### src/rtl/mul_seq_pkg.sv
// Shared types for the iterative shift-add multiplier: FSM state encoding and default width.
package mul_seq_pkg;

  localparam int DEF_WIDTH = 32;

  typedef enum logic [1:0] {
    IDLE = 2'b00,
    RUN  = 2'b01,
    DONE = 2'b10
  } mul_state_e;

endpackage

### src/rtl/mul_seq_if.sv
// Execute-stage <-> multiplier handshake: launch/abort, operands, stall and product.
// The sgn field exists only when MUL_SIGNED_EN is defined.
interface mul_seq_if import mul_seq_pkg::*; #(
  parameter int WIDTH = DEF_WIDTH
) ();

  logic             start;
  logic             flush;
  logic [WIDTH-1:0] srca;
  logic [WIDTH-1:0] srcb;
`ifdef MUL_SIGNED_EN
  logic             sgn;
`endif
  logic             busy;
  logic             done;
  logic [WIDTH-1:0] lo;
  logic [WIDTH-1:0] hi;

  modport master (
    output start, flush, srca, srcb,
`ifdef MUL_SIGNED_EN
    output sgn,
`endif
    input  busy, done, lo, hi
  );

  modport slave (
    input  start, flush, srca, srcb,
`ifdef MUL_SIGNED_EN
    input  sgn,
`endif
    output busy, done, lo, hi
  );

endinterface

### src/rtl/mul_seq_dp.sv
// Shift-add datapath: load latches multiplicand and seeds acc with the multiplier; each step
// consumes acc[0], adds the multiplicand into the upper half and shifts right one bit (1 cycle/step).
module mul_seq_dp import mul_seq_pkg::*; #(
  parameter int WIDTH = DEF_WIDTH
) (
  input  logic               clk,
  input  logic               reset,
  input  logic               load,
  input  logic               step,
  input  logic [WIDTH-1:0]   load_a,
  input  logic [WIDTH-1:0]   load_b,
  output logic [2*WIDTH-1:0] acc
);

  logic [WIDTH-1:0] mcand;
  logic [WIDTH:0]   upper_nx;

  // The add carry lands in bit WIDTH and is shifted into the top of acc, so nothing is lost.
  always_comb begin
    upper_nx = {1'b0, acc[2*WIDTH-1:WIDTH]};
    if (acc[0]) begin
      upper_nx = {1'b0, acc[2*WIDTH-1:WIDTH]} + {1'b0, mcand};
    end
  end

  always_ff @(posedge clk) begin
    if (reset) begin
      acc   <= '0;
      mcand <= '0;
    end else if (load) begin
      mcand <= load_a;
      acc   <= {{WIDTH{1'b0}}, load_b};
    end else if (step) begin
      acc   <= {upper_nx, acc[WIDTH-1:1]};
    end
  end

endmodule

### src/rtl/mul_seq.sv
// Iterative multiply controller: busy for WIDTH+2 cycles from start, one-cycle done, lo/hi held
// until the next completion. Define MUL_SIGNED_EN to add the sgn port for signed operands.
module mul_seq import mul_seq_pkg::*; #(
  parameter int WIDTH = DEF_WIDTH
) (
  input  logic     clk,
  input  logic     reset,
  mul_seq_if.slave bus
);

  localparam int CNTW = $clog2(WIDTH + 1);

  localparam logic [1:0] S_IDLE = 2'(IDLE);
  localparam logic [1:0] S_RUN  = 2'(RUN);
  localparam logic [1:0] S_DONE = 2'(DONE);

  localparam logic [CNTW-1:0] LAST = CNTW'(WIDTH - 1);

  logic [1:0]         state;
  logic [1:0]         state_nx;
  logic [CNTW-1:0]    count;
  logic               launch;
  logic               step;
  logic               done_int;
  logic [WIDTH-1:0]   op_a;
  logic [WIDTH-1:0]   op_b;
  logic [2*WIDTH-1:0] acc;
  logic [2*WIDTH-1:0] result;
  logic [WIDTH-1:0]   lo_q;
  logic [WIDTH-1:0]   hi_q;

  assign launch   = (state == S_IDLE) && bus.start && !bus.flush;
  assign step     = (state == S_RUN) && !bus.flush;
  assign done_int = (state == S_DONE) && !bus.flush && !reset;

  // Combinational so the issuing instruction stalls in its own cycle.
  assign bus.busy = ((state == S_IDLE) && bus.start) || (state != S_IDLE);
  assign bus.done = done_int;
  assign bus.lo   = lo_q;
  assign bus.hi   = hi_q;

`ifdef MUL_SIGNED_EN
  logic neg;

  always_comb begin
    op_a = bus.srca;
    op_b = bus.srcb;
    if (bus.sgn && bus.srca[WIDTH-1]) op_a = -bus.srca;
    if (bus.sgn && bus.srcb[WIDTH-1]) op_b = -bus.srcb;
  end

  assign result = neg ? -acc : acc;

  always_ff @(posedge clk) begin
    if (reset) begin
      neg <= 1'b0;
    end else if (launch) begin
      neg <= bus.sgn && (bus.srca[WIDTH-1] ^ bus.srcb[WIDTH-1]);
    end
  end
`else
  assign op_a   = bus.srca;
  assign op_b   = bus.srcb;
  assign result = acc;
`endif

  mul_seq_dp #(.WIDTH(WIDTH)) u_dp (
    .clk    (clk),
    .reset  (reset),
    .load   (launch),
    .step   (step),
    .load_a (op_a),
    .load_b (op_b),
    .acc    (acc)
  );

  always_comb begin
    state_nx = state;
    case (state)
      S_IDLE:  if (launch) state_nx = S_RUN;
      S_RUN:   if (count == LAST) state_nx = S_DONE;
      S_DONE:  state_nx = S_IDLE;
      default: state_nx = S_IDLE;
    endcase
    if (bus.flush) state_nx = S_IDLE;
  end

  always_ff @(posedge clk) begin
    if (reset) begin
      state <= S_IDLE;
      count <= '0;
      lo_q  <= '0;
      hi_q  <= '0;
    end else begin
      state <= state_nx;
      if (launch) begin
        count <= '0;
      end else if (step) begin
        count <= count + 1'b1;
      end
      if (done_int) begin
        lo_q <= result[WIDTH-1:0];
        hi_q <= result[2*WIDTH-1:WIDTH];
      end
    end
  end

endmodule

### src/flat_wrapper.sv
// flat-port wrapper written by rule: the top's interface ports become plain ports
module mul_seq_flat import mul_seq_pkg::*;
#(
  parameter int WIDTH = DEF_WIDTH
)
  (clk, reset, bus_start, bus_flush, bus_srca, bus_srcb, bus_busy, bus_done, bus_lo, bus_hi);
  mul_seq_if #(.WIDTH(WIDTH)) bus_i ();
  input  logic clk;
  input  logic reset;
  input wire logic [$bits(bus_i.start)-1:0] bus_start;
  input wire logic [$bits(bus_i.flush)-1:0] bus_flush;
  input wire logic [$bits(bus_i.srca)-1:0] bus_srca;
  input wire logic [$bits(bus_i.srcb)-1:0] bus_srcb;
  output wire logic [$bits(bus_i.busy)-1:0] bus_busy;
  output wire logic [$bits(bus_i.done)-1:0] bus_done;
  output wire logic [$bits(bus_i.lo)-1:0] bus_lo;
  output wire logic [$bits(bus_i.hi)-1:0] bus_hi;
  assign bus_i.start = bus_start;
  assign bus_i.flush = bus_flush;
  assign bus_i.srca = bus_srca;
  assign bus_i.srcb = bus_srcb;
  assign bus_busy = bus_i.busy;
  assign bus_done = bus_i.done;
  assign bus_lo = bus_i.lo;
  assign bus_hi = bus_i.hi;
  mul_seq #(.WIDTH(WIDTH)) u_core (.clk(clk), .reset(reset), .bus(bus_i));
endmodule
### config.mk
export PLATFORM = sky130hd
export DESIGN_NAME = mul_seq_flat
export DESIGN_NICKNAME = d
export VERILOG_FILES = /design/src/rtl/mul_seq_pkg.sv /design/src/rtl/mul_seq_if.sv /design/src/rtl/mul_seq_dp.sv /design/src/rtl/mul_seq.sv /design/src/flat_wrapper.sv
export SDC_FILE = /design/constraint.sdc
export NUM_CORES = 1
export LEC_CHECK = 0
export ABC_AREA = 1
export CAP_MARGIN = 20
export CORE_MARGIN = 4
export CORE_UTILIZATION = 49
export DETAILED_ROUTE_END_ITERATION = 6
export PLACE_DENSITY = 0.76
export SYNTH_ARGS = -nofsm -noshare
export SYNTH_HDL_FRONTEND = slang
export SYNTH_SLANG_ARGS = --single-unit
### constraint.sdc
create_clock -name clk -period 2 [get_ports clk]
set_clock_uncertainty 0.15 [all_clocks]
set_input_delay 0.4 -clock clk [delete_from_list [all_inputs] [get_ports clk]]
set_output_delay 0.4 -clock clk [all_outputs]
set_load 0.02 [all_outputs]
==> results.sh <==
export IMPL_status="finished with violations"
export IMPL_violations="setup timing"
export IMPL_cts_buffers=17
export IMPL_core_area_sq_um=17400
export IMPL_grt_pass1_wl_um=42700
export IMPL_clockBufferDepth=2
export IMPL_vdd_drop_max_mv=0.568
export IMPL_setup_viol_count_final=4
export IMPL_dp_hpwl_um=18100
export IMPL_grtUsageMet2=0.413
export IMPL_dr_total_vias=9096
export IMPL_min_delay_start="reset"
export IMPL_cp_common_cell="nand2_1"
export IMPL_layout_commonest_cell="nand2_1"
export IMPL_period_minus_slack_ps=2020
export IMPL_power_share_clock=0.448
export IMPL_cts_sinks=168
export IMPL_reg2reg_slack_ps=-20
export IMPL_synth_top_cells_by_area="dfxtp_1 38%, nand2_1 18%, a21oi_1 8.2%"
export IMPL_syn_to_final_growth_pct=38.3
export IMPL_p_per_area_nw_per_um2=617
export IMPL_power_frac_seq=0.466
export IMPL_start_util=0.503
export IMPL_slew_headroom=0.529
export IMPL_pre_cts_slack_ps=-409
export IMPL_cell_internal_pwr_mw=5.41
export IMPL_drv_slew=0
export IMPL_diodes=0
export IMPL_routed_wl_um=27000
export IMPL_rsz0062_at_grt="yes"
export IMPL_drcViolationCount=0
export IMPL_yosys_warnings=0
export IMPL_setup_slack_ps=-22.1
export IMPL_yosysSeqAreaShare=0.384
export IMPL_io_buffers=133
export IMPL_path_clk_slew_ps=70
export IMPL_fin_crit_sh=1.01
export IMPL_ioPinCount=134
export IMPL_power_leakage_nw=5.33
export IMPL_swShare=0.276
export IMPL_clk_latency_ps=440
export IMPL_worstMarginPinSlew_ps=706
export IMPL_via_per_inst=5.27
export IMPL_final_cell_mix="391 x nand2_1, 147 x inv_1, 129 x dfxtp_1"
export IMPL_critPathLaunchType="flip-flop"
export IMPL_slowest_stage="dfxtp_1"
export IMPL_whs_endpoint="u_core.state[0]"
export IMPL_drive_gt1_frac=0.198
export IMPL_hp_class="input port to flip-flop"
export IMPL_grt_usage=0.260
export IMPL_nFillCells=1425
export IMPL_first_global_vias=8696
export IMPL_mappedNetlistArea_sq_um=8770
export IMPL_die_area_sq_um=20100
export IMPL_cpPeakStageDelay_ps=350
export IMPL_drt_iter0_drc=642
export IMPL_crit_chain="ha_4 -> nand2_1 -> inv_1 -> nand2_1 -> nor3_1 -> nand2_2 -> nand2_4 -> nand2_2 -> nand2_1 -> nand2_1 -> nand3_1 -> nand2_1 -> a21oi_2"
export IMPL_grt_use_met1=0.353
export IMPL_r2r_start="u_core.u_dp.acc[46]"
export IMPL_total_power_mw=7.48
export IMPL_min_delay_path_depth=5
export IMPL_root_buffer="clkbuf_16"
export IMPL_holdWs_ps=208
export IMPL_endpoint_kind="flip-flop"
export IMPL_rows=48
export IMPL_syn_inst=1330
export IMPL_hold_viol=0
export IMPL_timing_critical_path_arrival_ps=2250
export IMPL_synth_top_cell_by_area="dfxtp_1"
export IMPL_cp_max_fo=4
export IMPL_syn_nets=1432
export IMPL_rr_worst_depth=13
export IMPL_yosysTopAreaCellShare=0.384
export IMPL_cap_viol_max_count=0
export IMPL_gp_congestion=1.01
export IMPL_drt_wirelength_per_cell_um=15.6
export IMPL_grt_util_met3=0.0610
export IMPL_fp_dieW_um=142
export IMPL_finalNonFillerCells=1726
export IMPL_worstPathRequired_ps=2230
export IMPL_antenna_found_initial=1
export IMPL_syn_avg_cell_area_sq_um=6.59
export IMPL_ys_types=32
export IMPL_p_comb_frac=0.086
export IMPL_ys_ff_latch=168
export IMPL_worst_setup_path_type="flip-flop to flip-flop"
export IMPL_overflow=0
export IMPL_grt_max_degree=65
export IMPL_fmax_ghz=0.495
export IMPL_final_nets=1590
export IMPL_p_sw_mw=2.06
export IMPL_dp_cells=1694
export IMPL_gr_max_usage_layer="met2"
export IMPL_dieHeight_um=142
export IMPL_ant_nets=0
export IMPL_htreeDepth=4
export IMPL_cts_tree="built"
export IMPL_worstReg2RegEnd="u_core.u_dp.acc[62]"
export IMPL_first_pass_iters=7
## power groups by stage
| stage | combinational [mW] | sequential [mW] | clock [mW] |
|---|---|---|---|
| floorplan | 0.305 | 3.52 | 0 |
| global placement | 0.569 | 3.54 | 0 |
| detailed placement | 0.578 | 3.54 | 0 |
| CTS | 0.591 | 3.46 | 3.37 |
| global route | 0.698 | 3.49 | 3.49 |
| finish | 0.641 | 3.48 | 3.35 |
## per-stage QoR
step	area (sq um)	setup TNS [ps]	utilization
2_1_floorplan	8770	0	-
3_3_place_gp	10700	-16290	0.612
3_5_place_dp	10700	-19860	0.612
4_1_cts	11500	0	0.658
5_1_grt	12100	-865	0.696
6_report	12100	-33.5	0.696
## worst max-delay path by stage
| stage | from | end | slack, ps |
|---|---|---|---|
| floorplan | u_core.u_dp.mcand[0] | u_core.u_dp.acc[43] | 60 |
| global placement | bus_flush | bus_done | -400 |
| detailed placement | bus_flush | bus_done | -410 |
| CTS | u_core.u_dp.mcand[6] | u_core.u_dp.acc[40] | 1 |
| global route | u_core.u_dp.acc[46] | u_core.u_dp.acc[62] | -120 |
| finish | u_core.u_dp.acc[46] | u_core.u_dp.acc[62] | -20 |
## critical path, delay by kind of cell, from the launching register on
family,cells,cell delay [ps]
flip-flops,1,350
buffers and inverters,1,100
AO/OA/AOI/OAI,1,110
AND/OR/NAND/NOR,10,960
adder cells (fa/ha/maj),1,310
## layer usage
| metal | share of wire | wire (um) | up-vias |
|---|---|---|---|
| li1 | - | - | 4540 |
| met1 | 0.45 | 12100 | 4194 |
| met2 | 0.46 | 12400 | 314 |
| met3 | 0.067 | 1810 | 46 |
| met4 | 0.021 | 568 | 2 |
| met5 | 0.00048 | 13 | - |
## synth_stat cells
library cell / n
nand3_1: 45
nand4_1: 3
clkbuf_1: 30
o21bai_1: 2
a21oi_1: 143
nor2_2: 5
buf_4: 11
nor3_1: 9
a221oi_2: 1
a31oi_1: 32
nor4_1: 1
clkinv_1: 1
inv_2: 6
o21ai_0: 81
nor2_1: 120
a221oi_1: 4
dfxtp_1: 168
buf_2: 17
nand2_1: 430
xor2_1: 13
nand2_2: 9
nand3b_1: 1
inv_1: 148
a21oi_2: 5
a21o_1: 1
nand3_2: 6
buf_6: 1
ha_1: 33
or2_2: 1
fa_1: 1
clkbuf_4: 1
nor3_4: 1
## area by class of cell
class / instances / area [sq um] / share of cell area
Clock buffer: 17 / 425 / 0.0351
Clock inverter: 15 / 174 / 0.0144
Multi-Input combinational cell: 947 / 5300 / 0.437
Sequential cell: 168 / 3410 / 0.282
Timing Repair Buffer: 199 / 1950 / 0.161
Tap cell: 225 / 282 / 0.0232
Inverter: 155 / 582 / 0.0480
## registers in the layout, indices dropped and copies added (netlist names)
signal / count
u_core.bus.hi: 32
u_core.bus.lo: 32
u_core.count: 6
u_core.state: 2
u_core.u_dp.acc: 64
u_core.u_dp.mcand: 32
## repair_timing
item	4_1_cts	5_1_grt
setup buffers	0	0
pin swaps	15	32
hold buffers	0	0
gates resized for setup	53	167
endpoints found under the setup margin	25	72
## cells by family after synthesis
group	count (synthesis)	share of synthesized area
AND/OR/NAND/NOR	631	0.289
buffers and inverters	215	0.100
flip-flops	168	0.384
XOR/XNOR	13	0.0130
AO/OA/AOI/OAI	269	0.164
adder cells (fa/ha/maj)	34	0.0494
(Power assumes the default switching activity.)
